**src/rtl/pwm_pkg.sv**
```systemverilog
// Shared types and defaults for the PWM duty-cycle calculator.
package pwm_pkg;

  typedef enum logic [1:0] {
    IDLE = 2'd0,
    LOAD = 2'd1,
    DIV  = 2'd2,
    DONE = 2'd3
  } duty_state_t;

  localparam int unsigned DEF_DUTY_SCALE = 1000;
  localparam int unsigned DEF_SCALE_W    = 10;
  localparam int unsigned DEF_NUM_W      = 32 + DEF_SCALE_W;
  localparam logic [31:0] PERIOD_SAT     = 32'hFFFF_FFFF;

endpackage

```
**src/rtl/seq_udiv.sv**
```systemverilog
// Unsigned restoring divider, one quotient bit per cycle, MSB first.
module seq_udiv #(
  parameter int unsigned NUM_W = 42,
  parameter int unsigned DEN_W = 33
) (
  input  logic             clk,
  input  logic             reset,
  input  logic             start,
  input  logic [NUM_W-1:0] num,
  input  logic [DEN_W-1:0] den,
  output logic             busy,
  output logic             done,
  output logic [NUM_W-1:0] quotient,
  output logic [DEN_W-1:0] remainder
);

  localparam int unsigned CNT_W = $clog2(NUM_W);

  logic [NUM_W-1:0] num_sh;
  logic [DEN_W-1:0] den_q;
  logic [DEN_W-1:0] rem_q;
  logic [NUM_W-1:0] quo_q;
  logic [CNT_W-1:0] cnt;
  logic             busy_q;

  logic [DEN_W:0]   rem_sh;
  logic [DEN_W:0]   rem_nx;
  logic             q_bit;
  logic             unused_rem_msb;

  // Partial remainder is always < den, so the shifted value fits in DEN_W+1 bits.
  always_comb begin
    rem_sh = {rem_q, num_sh[NUM_W-1]};
    q_bit  = (rem_sh >= {1'b0, den_q});
    rem_nx = q_bit ? (rem_sh - {1'b0, den_q}) : rem_sh;
  end

  assign unused_rem_msb = rem_nx[DEN_W];

  always_ff @(posedge clk) begin
    if (reset) begin
      num_sh <= '0;
      den_q  <= '0;
      rem_q  <= '0;
      quo_q  <= '0;
      cnt    <= '0;
      busy_q <= 1'b0;
    end else if (start) begin
      num_sh <= num;
      den_q  <= den;
      rem_q  <= '0;
      quo_q  <= '0;
      cnt    <= CNT_W'(NUM_W - 1);
      busy_q <= 1'b1;
    end else if (busy_q) begin
      num_sh <= {num_sh[NUM_W-2:0], 1'b0};
      rem_q  <= rem_nx[DEN_W-1:0];
      quo_q  <= {quo_q[NUM_W-2:0], q_bit};
      cnt    <= cnt - 1'b1;
      if (cnt == '0) begin
        busy_q <= 1'b0;
      end
    end
  end

  // done marks the cycle in which the final step is being clocked in.
  assign done      = busy_q && (cnt == '0);
  assign busy      = busy_q;
  assign quotient  = quo_q;
  assign remainder = rem_q;

endmodule

```
**src/rtl/pwm_duty_calc.sv**
```systemverilog
// Turns PWM high/low tick counts into period and scaled duty cycle,
// recomputed whenever the measured pair changes.
module pwm_duty_calc
  import pwm_pkg::*;
#(
  parameter int unsigned DUTY_SCALE = DEF_DUTY_SCALE,
  parameter int unsigned SCALE_W    = DEF_SCALE_W,
  parameter int unsigned NUM_W      = DEF_NUM_W
) (
  input  logic        clk,
  input  logic        reset,
  input  logic [31:0] high_count,
  input  logic [31:0] low_count,
  output logic [15:0] duty,
  output logic [31:0] period,
  output logic        period_sat,
  output logic        no_signal,
  output logic        duty_valid,
  output logic        busy
);

  localparam int unsigned DEN_W = 33;

  duty_state_t      state;
  logic [31:0]      h_q;
  logic [31:0]      l_q;
  logic [32:0]      sum_q;
  logic [32:0]      sum_c;
  logic [NUM_W-1:0] num_c;

  logic             div_start;
  logic             div_busy;
  logic             div_done;
  logic [NUM_W-1:0] div_quo;
  logic [DEN_W-1:0] div_rem;
  logic             unused_div;

  assign sum_c     = {1'b0, h_q} + {1'b0, l_q};
  assign num_c     = NUM_W'(h_q) * NUM_W'(DUTY_SCALE);
  assign div_start = (state == LOAD) && (sum_c != '0);

  seq_udiv #(
    .NUM_W (NUM_W),
    .DEN_W (DEN_W)
  ) u_div (
    .clk       (clk),
    .reset     (reset),
    .start     (div_start),
    .num       (num_c),
    .den       (sum_c),
    .busy      (div_busy),
    .done      (div_done),
    .quotient  (div_quo),
    .remainder (div_rem)
  );

  assign unused_div = ^{div_quo[NUM_W-1:16], div_rem, div_busy};

  always_ff @(posedge clk) begin
    if (reset) begin
      state      <= IDLE;
      h_q        <= '0;
      l_q        <= '0;
      sum_q      <= '0;
      duty       <= '0;
      period     <= '0;
      period_sat <= 1'b0;
      no_signal  <= 1'b1;
      duty_valid <= 1'b0;
    end else begin
      duty_valid <= 1'b0;
      case (state)
        IDLE: begin
          // Inputs are only compared here, so pairs arriving mid-run collapse to the newest.
          if ({high_count, low_count} != {h_q, l_q}) begin
            h_q   <= high_count;
            l_q   <= low_count;
            state <= LOAD;
          end
        end
        LOAD: begin
          sum_q <= sum_c;
          state <= (sum_c == '0) ? DONE : DIV;
        end
        DIV: begin
          if (div_done) begin
            state <= DONE;
          end
        end
        DONE: begin
          duty       <= (sum_q == '0) ? '0 : div_quo[15:0];
          period     <= sum_q[32] ? PERIOD_SAT : sum_q[31:0];
          period_sat <= sum_q[32];
          no_signal  <= (sum_q == '0);
          duty_valid <= 1'b1;
          state      <= IDLE;
        end
        default: state <= IDLE;
      endcase
    end
  end

  assign busy = (state != IDLE);

endmodule
```
**config.mk**
```make
export PLATFORM = sky130hd
export DESIGN_NAME = pwm_duty_calc
export DESIGN_NICKNAME = d
export VERILOG_FILES = /design/src/rtl/pwm_pkg.sv /design/src/rtl/seq_udiv.sv /design/src/rtl/pwm_duty_calc.sv
export SDC_FILE = /design/constraint.sdc
export NUM_CORES = 1
export LEC_CHECK = 0
export ABC_AREA = 1
export CORE_ASPECT_RATIO = 0.8
export CORE_MARGIN = 8
export CORE_UTILIZATION = 66
export CTS_CLUSTER_SIZE = 12
export DETAILED_ROUTE_END_ITERATION = 12
export HOLD_SLACK_MARGIN = 0.12
export MAX_ROUTING_LAYER = met4
export PLACE_DENSITY = 0.87
export SYNTH_ARGS = -nofsm -noshare
export SYNTH_HDL_FRONTEND = slang
export SYNTH_SLANG_ARGS = --single-unit
```
**constraint.sdc**
```tcl
create_clock -name clk -period 7.2 [get_ports clk]
set_input_delay 1.44 -clock clk [delete_from_list [all_inputs] [get_ports clk]]
set_output_delay 1.44 -clock clk [all_outputs]
set_load 0.02 [all_outputs]
```
=== Yosys cells after proc, flatten, opt, wreduce, memory -nomap -nowiden ===
Index checks and enable logic that the tools add are counted.

* Add/subtract/negate cells: 3
* Multipliers: 1
* $lt $le $gt $ge: 1
* Equality and inequality tests: 6
* Mux-type cells: 15
* Reductions and logical operators: 12

{| class="wikitable"
|+ Operators by type and width
! kind !! number
|-
| two-way mux 42 bit || 2
|-
| logical NOT 33 bit || 2
|-
| != test 64 bit || 1
|-
| multiplier 32 x 7 -> 39 bit, second input constant || 1
|-
| >= comparator 34 x 33 -> 1 bit || 1
|-
| adder 32 x 32 -> 33 bit || 1
|-
| two-way mux 33 bit || 1
|-
| nonzero test 33 bit || 1
|-
| subtractor 33 bit || 1
|-
| two-way mux 32 bit || 1
|-
| two-way mux 16 bit || 1
|-
| two-way mux 6 bit || 2
|-
| case mux 2 bit (4 select lines) || 1
|-
| logical NOT 6 bit || 1
|-
| subtractor 6 x 1 -> 6 bit, second input constant || 1
|-
| two-way mux 1 bit || 5
|-
| == test 2 bit, second input constant || 2
|-
| two-way mux 2 bit || 2
|-
| != test 2 bit, second input constant || 2
|-
| AND reduction 2 bit || 2
|-
| nonzero test 2 bit || 2
|-
| == test 2 x 1 -> 1 bit, second input constant || 1
|-
| logical AND 1 bit || 2
|-
| logical NOT 2 bit || 1
|-
| OR reduction 2 bit || 1
|}

* Register bits after elaboration: 278
* Input port bits: 66
* Output and inout bits: 52
* Word-level logic and storage cells: 54

=== Logic depth before layout (Yosys ltp) ===
Gate-level depths: netlist of run 1.

* Depth in word-level cells: 4
* Mapped depth: 22
* Depth with buffers taken out: 21

=== Hierarchy ===
Synthesis of run 1 repeated with hierarchy kept, for this count alone.

* Cell total of the unflattened synthesis: 3394
* Area, all modules: 23391.2 um2

{| class="wikitable"
|+ Modules (own cells, without submodules)
! module !! times used !! cells an instance !! area each (um2) !! sequential area each (um2)
|-
| pwm_duty_calc || 1 || 2049 || 14559.0 || 3002.9
|-
| seq_udiv || 1 || 1345 || 8832.2 || 3143.0
|}

=== Worst setup path before layout of run 1 ===
Ideal clock, no wire load.

* Path kind: register to register
* Start point: register h_q[0]
* End point: register u_div.num_sh[32]
* Library setup time: 0.132 ns
* Arrival time: 4.221 ns
* Data required time: 7.068 ns
* Path slack: 2.847 ns
* Cell stages (with the launch flop): 19
* Buffers on the path: 0
* Period minus slack after synthesis: 4.353 ns
* Cell sequence: dfxtp_1 > fa_1 > fa_1 > inv_1 > fa_1 > fa_1 > inv_1 > ha_1 > a21oi_1 > nand2_1 > a21oi_1 > o21ai_0 > a21oi_1 > nor2_1 > nor2_1 > xor2_1 > nand3_1 > nand2_1 > a21oi_1

* Longest elaborated chain between the ends: 4
* Elaborated cells between the ends (all ways): 6
* Classes of those cells: 1 x add/sub; 1 x mul; 1 x mux; 3 x reduce/logical

{| class="wikitable"
|+ Ends and longest elaborated chain
! what !! RTL line !! source
|-
| from (decl) || pwm_duty_calc.sv:25 || <nowiki>logic [31:0] h_q;</nowiki>
|-
| from (signal assigned) || pwm_duty_calc.sv:76 || <nowiki>h_q <= high_count;</nowiki>
|-
| parallel branches: the longest is 4 deep, another holds multiplier 32 x 7 -> 39 bit || -- ||
|-
| to (signal assigned) || seq_udiv.sv:49 || <nowiki>num_sh <= num;</nowiki>
|-
| to (signal assigned) || seq_udiv.sv:56 || <nowiki>num_sh <= {num_sh[NUM_W-2:0], 1'b0};</nowiki>
|-
| to (decl) || seq_udiv.sv:19 || <nowiki>logic [NUM_W-1:0] num_sh;</nowiki>
|}

Parallel ways; which one is timed is not known.
A chain may end at the register's enable or synchronous reset.

=== Final worst setup path of run 1 ===
* Start point: register h_q[0]
* End point: register u_div.num_sh[28]

Same word-level chain as after synthesis.

==> results of run 1 <==
-- layer usage --
| layer | GRT usage (%) | part of all wire [%] |
|---|---|---|
| met4 | 13.6 | 4.3 |
| met1 | 48.5 | 42 |
| met2 | 54.1 | 43 |
| met3 | 8.47 | 12 |
| met5 | - | 0 |
-- per-stage QoR --
stage	setup WS (ns)	utilization, %	instance area, sq um
6_report	1.57	73.9	24000
5_1_grt	1.44	73.9	24000
4_1_cts	1.74	73.9	24000
3_5_place_dp	1.76	71.1	23100
3_3_place_gp	1.74	71.1	23100
2_1_floorplan	2.85	-	21800
-- registers in the layout, indices dropped and copies added, names as in the netlist --
name             cells
u_div.num_sh        39
sum_q               33
u_div.den_q         33
u_div.remainder     33
h_q                 32
l_q                 32
period              32
duty                16
u_div.quotient      16
u_div.cnt            6
state                2
duty_valid           1
no_signal            1
period_sat           1
u_div.busy           1
-- area by class of cell --
cell class                 count  area [sq um]
clock buffer                  38           820
clock inverter                 6          97.6
fill                        2575          8470
inverter                     504          1890
multi-input combinational   2282         13900
sequential                   278          5570
tap                          427           534
timing repair buffer         128          1250
-- final timing paths --
kind | from | endpoint | slack, ns | depth (start not counted)
setup / recovery | h_q[0]$_SDFFE_PP0P_ | u_div.num_sh[28]$_SDFFE_PP0P_ | 1.57 | 17
hold reg to reg | u_div.den_q[26]$_SDFFE_PP0P_ | u_div.den_q[26]$_SDFFE_PP0P_ | 0.47 | 2
hold / removal | u_div.den_q[26]$_SDFFE_PP0P_ | u_div.den_q[26]$_SDFFE_PP0P_ | 0.47 | 2
setup reg to reg | h_q[0]$_SDFFE_PP0P_ | u_div.num_sh[28]$_SDFFE_PP0P_ | 1.57 | 17
-- logic make-up after synthesis --
kind of cell / share of synthesized area (%)
and+or+nand+nor: 25.4
buffers and inverters: 10.9
AOI/OAI and AO/OA: 12.5
DFF: 25.6
adders and majority gates: 20.1
xor gates and xnor gates: 5.55
-- worst max-delay path, delay by kind of cell (launching register included) --
kind	cells	cell delay (ns)
simple gates	3	0.36
xor+xnor	1	0.28
compound gates	6	1.41
flops	1	0.79
fa+ha+maj	5	2.50
buf+inv	2	0.11
-- cell usage after synthesis, drive strengths merged --
master	count	area share (%)
dfxtp	278	26
a21o	9	0.31
buf	32	0.86
a21boi	6	0.21
o211a	1	0.046
o21bai	7	0.24
o211ai	16	0.55
nor4b	1	0.040
xnor2	36	1.4
a211oi	1	0.034
and2	5	0.14
nor2	273	4.7
o31ai	2	0.069
o21a	5	0.17
a21oi	244	5.6
nor4	17	0.49
a31oi	37	1.1
a221oi	1	0.040
fa	120	11
nor3b	1	0.034
clkinv	2	0.034
a2111oi	1	0.040
inv	502	8.7
nor3	21	0.48
or2	3	0.086
nand3b	5	0.17
nand3	180	4.1
nand4	29	0.86
ha	157	9.0
xor2	102	4.1
nand2	824	14
clkbuf	77	1.3
o21ai	174	4.0
o221ai	4	0.16
==> summary.txt, run 1 <==
Die
  • Die width: 219 um
  • Initial Util: 67.0%
  • Core Footprint: 32500 sq um
  • Die H: 178 um
  • Ports: 118
  • Die area: 39100 sq um
  • FP Rows: 59

Clock tree
  • Post-CTS sizing: 0
  • Postcts setup bufs: 0
  • H-tree Lvls: 1
  • Root buffer cell: clkbuf_16
  • # hold bufs at CTS: 0
  • Maximum buffer depth of the clock tree: 3
  • Clock-pin slew on the worst setup and hold paths: 0.07 ns
  • Clk Latency, worst-skew pair: 0.60 ns
  • CTS Buf Count: 29
  • TritonCTS clock tree: done
  • CTS sink count: 278

Placed design
  • IO Port Bufs: 117
  • Inst Count DP: 3619
  • Routability cong.: 1.10
  • Dpl hpwl: 54.3 mm

Routing
  • Routed via count: 21600
  • Antenna Nets Post-Route: 0
  • Total iterations of the first detailed-routing run: 9
  • Residual DRC: 0
  • DR iter-0 viols: 2840
  • DR WL/cell: 19.2 um
  • Vias per cell: 5.91
  • Total routed wirelength: 70.5 mm

Finish
  • Non-filler cells, final: 3663
  • NumNets Final: 3566
  • Most frequent cells in the layout: 819 x nand2_1, 499 x inv_1, 277 x dfxtp_1, 271 x nor2_1, 244 x a21oi_1
  • Most common cell after layout, fill and taps aside: nand2_1
  • Area Overhead vs Synth: 10.3%
  • N_diodes: 0
  • Layout cells sized above 1: 2.13%

Global routing
  • Number of global-route vias before repair: 20700
  • Total grt overflow: 0
  • Largest net degree at the start of global routing: 125
  • Tot GR Track Use: 36.6%
  • Initial antenna violation count: 0
  • First-pass GRT wire length: 111 mm

Timing
  • Slew Limit Headroom: 19.9%
  • Final setup vio count: 0
  • RSZ-0062 raised after global routing: false
  • Final Hold Violating Endpoints: 0
  • Fmax: 178 MHz
  • Worst Tran Pin Value: 1.20 ns
  • Post-Route Skew: 0.0305 ns
  • Hold slack: 0.467 ns
  • Final Critical Period: 5.63 ns
  • Crit share post-route: 78.2%
  • Slew Viols, Final: 0
  • Sum Neg Setup Slack: 0 ns

Worst setup path
  • Critical-path cell list: fa_1 -> fa_1 -> inv_1 -> fa_1 -> fa_1 -> inv_1 -> ha_1 -> a21oi_1 -> nand2_1 -> a21oi_1 -> o21ai_0 -> a21oi_1 -> o21ai_0 -> xnor2_1 -> nand3_1 -> nand2_1 -> a21oi_1
  • Slowest cell on the critical path: dfxtp_1
  • CP Data Arrival Time: 6.07 ns
  • Critical path peak fanout: 8
  • Largest stage delay on the critical path: 0.79 ns
  • Worst setup path category: register to register
  • Startpoint types: register
  • CP endpoint kind: register
  • Worst Path Required: 7.64 ns

Yosys
  • Yosys reg bits: 278
  • Synth Instances: 3173
  • Post-synthesis area per instance: 6.86 sq um
  • Syn. warnings: 0
  • Post-synthesis sequential area ratio: 25.6%
  • Syn_nets: 3516
  • Cell variety after synth: 42
  • Syn Std Cell Area: 21800 sq um

Worst hold path
  • Hold crit path type: register to register

Run
  • Max capacitance violation total: 0

Status
  • Outcome: finished, final reports clean
Power of run 1 is left out: the tool's default activity adds up to more than one toggle a clock period on the data nets, which glitch-free logic cannot reach.
==> run 2: changes to the inputs <==
--- a/config.mk
+++ b/config.mk
@@ -8,12 +8,12 @@
 export ABC_AREA = 1
 export CORE_ASPECT_RATIO = 0.8
 export CORE_MARGIN = 8
-export CORE_UTILIZATION = 66
+export CORE_UTILIZATION = 62
 export CTS_CLUSTER_SIZE = 12
 export DETAILED_ROUTE_END_ITERATION = 12
 export HOLD_SLACK_MARGIN = 0.12
 export MAX_ROUTING_LAYER = met4
-export PLACE_DENSITY = 0.87
+export PLACE_DENSITY = 0.82
 export SYNTH_ARGS = -nofsm -noshare
 export SYNTH_HDL_FRONTEND = slang
 export SYNTH_SLANG_ARGS = --single-unit
==> constraint.sdc (replaced) <==
create_clock -name clk -period 5.53 [get_ports clk]
set_input_delay 1.106 -clock clk [delete_from_list [all_inputs] [get_ports clk]]
set_output_delay 1.106 -clock clk [all_outputs]
set_load 0.02 [all_outputs]
==> run 2 against run 1 <==
  * Final cell count increased by 1.6%
  * Design area increased by 0.86%
  * Non-clock buffer count increased by 11
  * Critical path type unchanged
==> summary.txt, run 2 (synthesis gave the netlist of run 1 again) <==
Clock tree
  • Post-CTS sizing: 0 (unchanged)
  • Maximum buffer depth of the clock tree: 3 (unchanged)
  • Clock-pin slew on the worst setup and hold paths: 0.06 ns (about the same)
  • CTS sink count: 278 (unchanged)
  • TritonCTS clock tree: done
  • Root buffer cell: clkbuf_16
  • CTS Buf Count: 30 (+3.4%)
  • # hold bufs at CTS: 0 (unchanged)
  • Clk Latency, worst-skew pair: 0.60 ns (about the same)
  • Postcts setup bufs: 0 (unchanged)
  • H-tree Lvls: 1 (unchanged)

Worst setup path
  • Worst Path Required: 5.96 ns (-1.68 ns)
  • Largest stage delay on the critical path: 0.61 ns (-0.18 ns)
  • WP buf/inv: 3 (+1)
  • Slowest cell on the critical path: fa_1
  • CP top delay family: adder cells
  • Worst setup path category: register to register
  • Crit path top cell by count: fa_1
  • CP endpoint kind: register
  • Critical path peak fanout: 6 (-2)
  • CP Data Arrival Time: 5.80 ns (-0.27 ns)
  • Critical-path cell list: inv_1 -> fa_1 -> fa_1 -> fa_1 -> fa_1 -> inv_1 -> ha_1 -> inv_1 -> o21bai_1 -> a21oi_1 -> nand2_1 -> a21boi_0 -> o21ai_0 -> a21oi_1 -> xor2_1 -> nand3_1 -> nand2_1 -> a21oi_1
  • Startpoint types: register

Routing
  • Routed via count: 21200 (-2.1%)
  • Vias per cell: 5.69 (-3.7%)
  • Total routed wirelength: 67.9 mm (-3.7%)
  • Total iterations of the first detailed-routing run: 6 (-3)
  • DR iter-0 viols: 2321 (-18%)
  • Residual DRC: 0 (unchanged)
  • DR WL/cell: 18.2 um (-5.3%)
  • Antenna Nets Post-Route: 0 (unchanged)

Timing
  • Crit share post-route: 97.0% (+19 points)
  • Slew Limit Headroom: 24.4% (+4.5 points)
  • Sum Neg Setup Slack: 0 ns (unchanged)
  • Fmax: 186 MHz (+5.0%)
  • Final Critical Period: 5.36 ns (-0.267 ns)
  • Slew Viols, Final: 0 (unchanged)
  • Worst Tran Pin Value: 1.13 ns (-0.0631 ns)
  • Post-Route Skew: 0.0375 ns (+0.00699 ns)
  • RSZ-0062 raised after global routing: false
  • Final Hold Violating Endpoints: 0 (unchanged)
  • Final setup vio count: 0 (unchanged)
  • Setup ws final: 0.166 ns (-1.40 ns)

Die
  • Core Footprint: 34700 sq um (+6.7%)
  • Ports: 118 (unchanged)
  • Die area: 41400 sq um (+5.9%)
  • Initial Util: 62.8% (-4.2 points)
  • Die width: 226 um (+2.9%)
  • Die H: 184 um (+2.9%)
  • FP Rows: 61 (+3.4%)

Global routing
  • Largest net degree at the start of global routing: 114 (-8.8%)
  • Initial antenna violation count: 0 (unchanged)
  • Number of global-route vias before repair: 20200 (-2.4%)
  • First-pass GRT wire length: 107 mm (-3.7%)
  • Total grt overflow: 0 (unchanged)
  • Tot GR Track Use: 33.2% (-3.4 points)

Placed design
  • Worst slack, placed: 0.202 ns (-1.56 ns)
  • Dpl hpwl: 53.7 mm (-1.1%)
  • IO Port Bufs: 117 (unchanged)
  • Routability cong.: 0.997 (-9.2%)

Finish
  • N_diodes: 0 (unchanged)
  • NumNets Final: 3578 (+0.34%)
  • Largest register FFs: 39 (unchanged)
  • Layout cells sized above 1: 2.68% (+0.54 points)
  • Most frequent cells in the layout: 819 x nand2_1, 499 x inv_1, 274 x dfxtp_1, 271 x nor2_1, 244 x a21oi_1
  • Most common cell after layout, fill and taps aside: nand2_1
  • Area Overhead vs Synth: 11.2%
  • Largest reg by FF count: u_div.num_sh

Worst hold path
  • Hold crit path type: register to register

Run
  • Max capacitance violation total: 0 (unchanged)

Status
  • Outcome: finished, final reports clean
run 2: path summary, 6_finish.rpt:
check	from	cells past startpoint	slack [ns]	end
max	h_q[4]$_SDFFE_PP0P_	18	0.17	u_div.num_sh[26]$_SDFFE_PP0P_
min	u_div.quotient[14]$_SDFFE_PP0P_	2	0.46	duty[14]$_SDFFE_PP0P_
max reg2reg	h_q[4]$_SDFFE_PP0P_	18	0.17	u_div.num_sh[26]$_SDFFE_PP0P_
min reg2reg	u_div.quotient[14]$_SDFFE_PP0P_	2	0.46	duty[14]$_SDFFE_PP0P_
run 2: cell type report:
cell class / instances / area (sq um)
well taps: 472 / 591
flip-flops and latches: 278 / 5570
fillers: 2981 / 10400
clock buffers: 40 / 858
repair buffers: 139 / 1360
multi-input cells: 2282 / 13900
clock inverters: 8 / 98.8
inverters: 504 / 1890
run 2: per-stage QoR:
stage,utilization (%),std cells,cell area (sq um),hold slack [ns]
detailed placement,67.1,3675,23300,0.453
CTS,69.9,3723,24200,0.462
finish,69.9,3723,24200,0.464
global placement,67.1,3675,23300,0.451
global route,69.9,3723,24200,0.487
floorplan,-,3173,21800,0.436
run 2: per-layer routing:
layer	GRT usage, %	share of wire (%)	vias up	wire length [um]
met3	6.52	8.9	137	6050
met2	49.9	43	924	29100
met1	44.9	45	9968	30300
met5	-	0	-	0
li1	-	-	10100	-
met4	10.2	3.4	0	2340
run 2: worst reg2reg max path, cell delays in order (launching register included):
cell and delay (ns):
dfxtp_1 0.59, inv_1 0.25, fa_1 0.61, fa_1 0.45
fa_1 0.51, fa_1 0.53, inv_1 0.05, ha_1 0.34
inv_1 0.12, o21bai_1 0.11, a21oi_1 0.13, nand2_1 0.17
a21boi_0 0.34, o21ai_0 0.24, a21oi_1 0.23, xor2_1 0.26
nand3_1 0.12, nand2_1 0.10, a21oi_1 0.06
Power of run 2 is left out for the same reason.
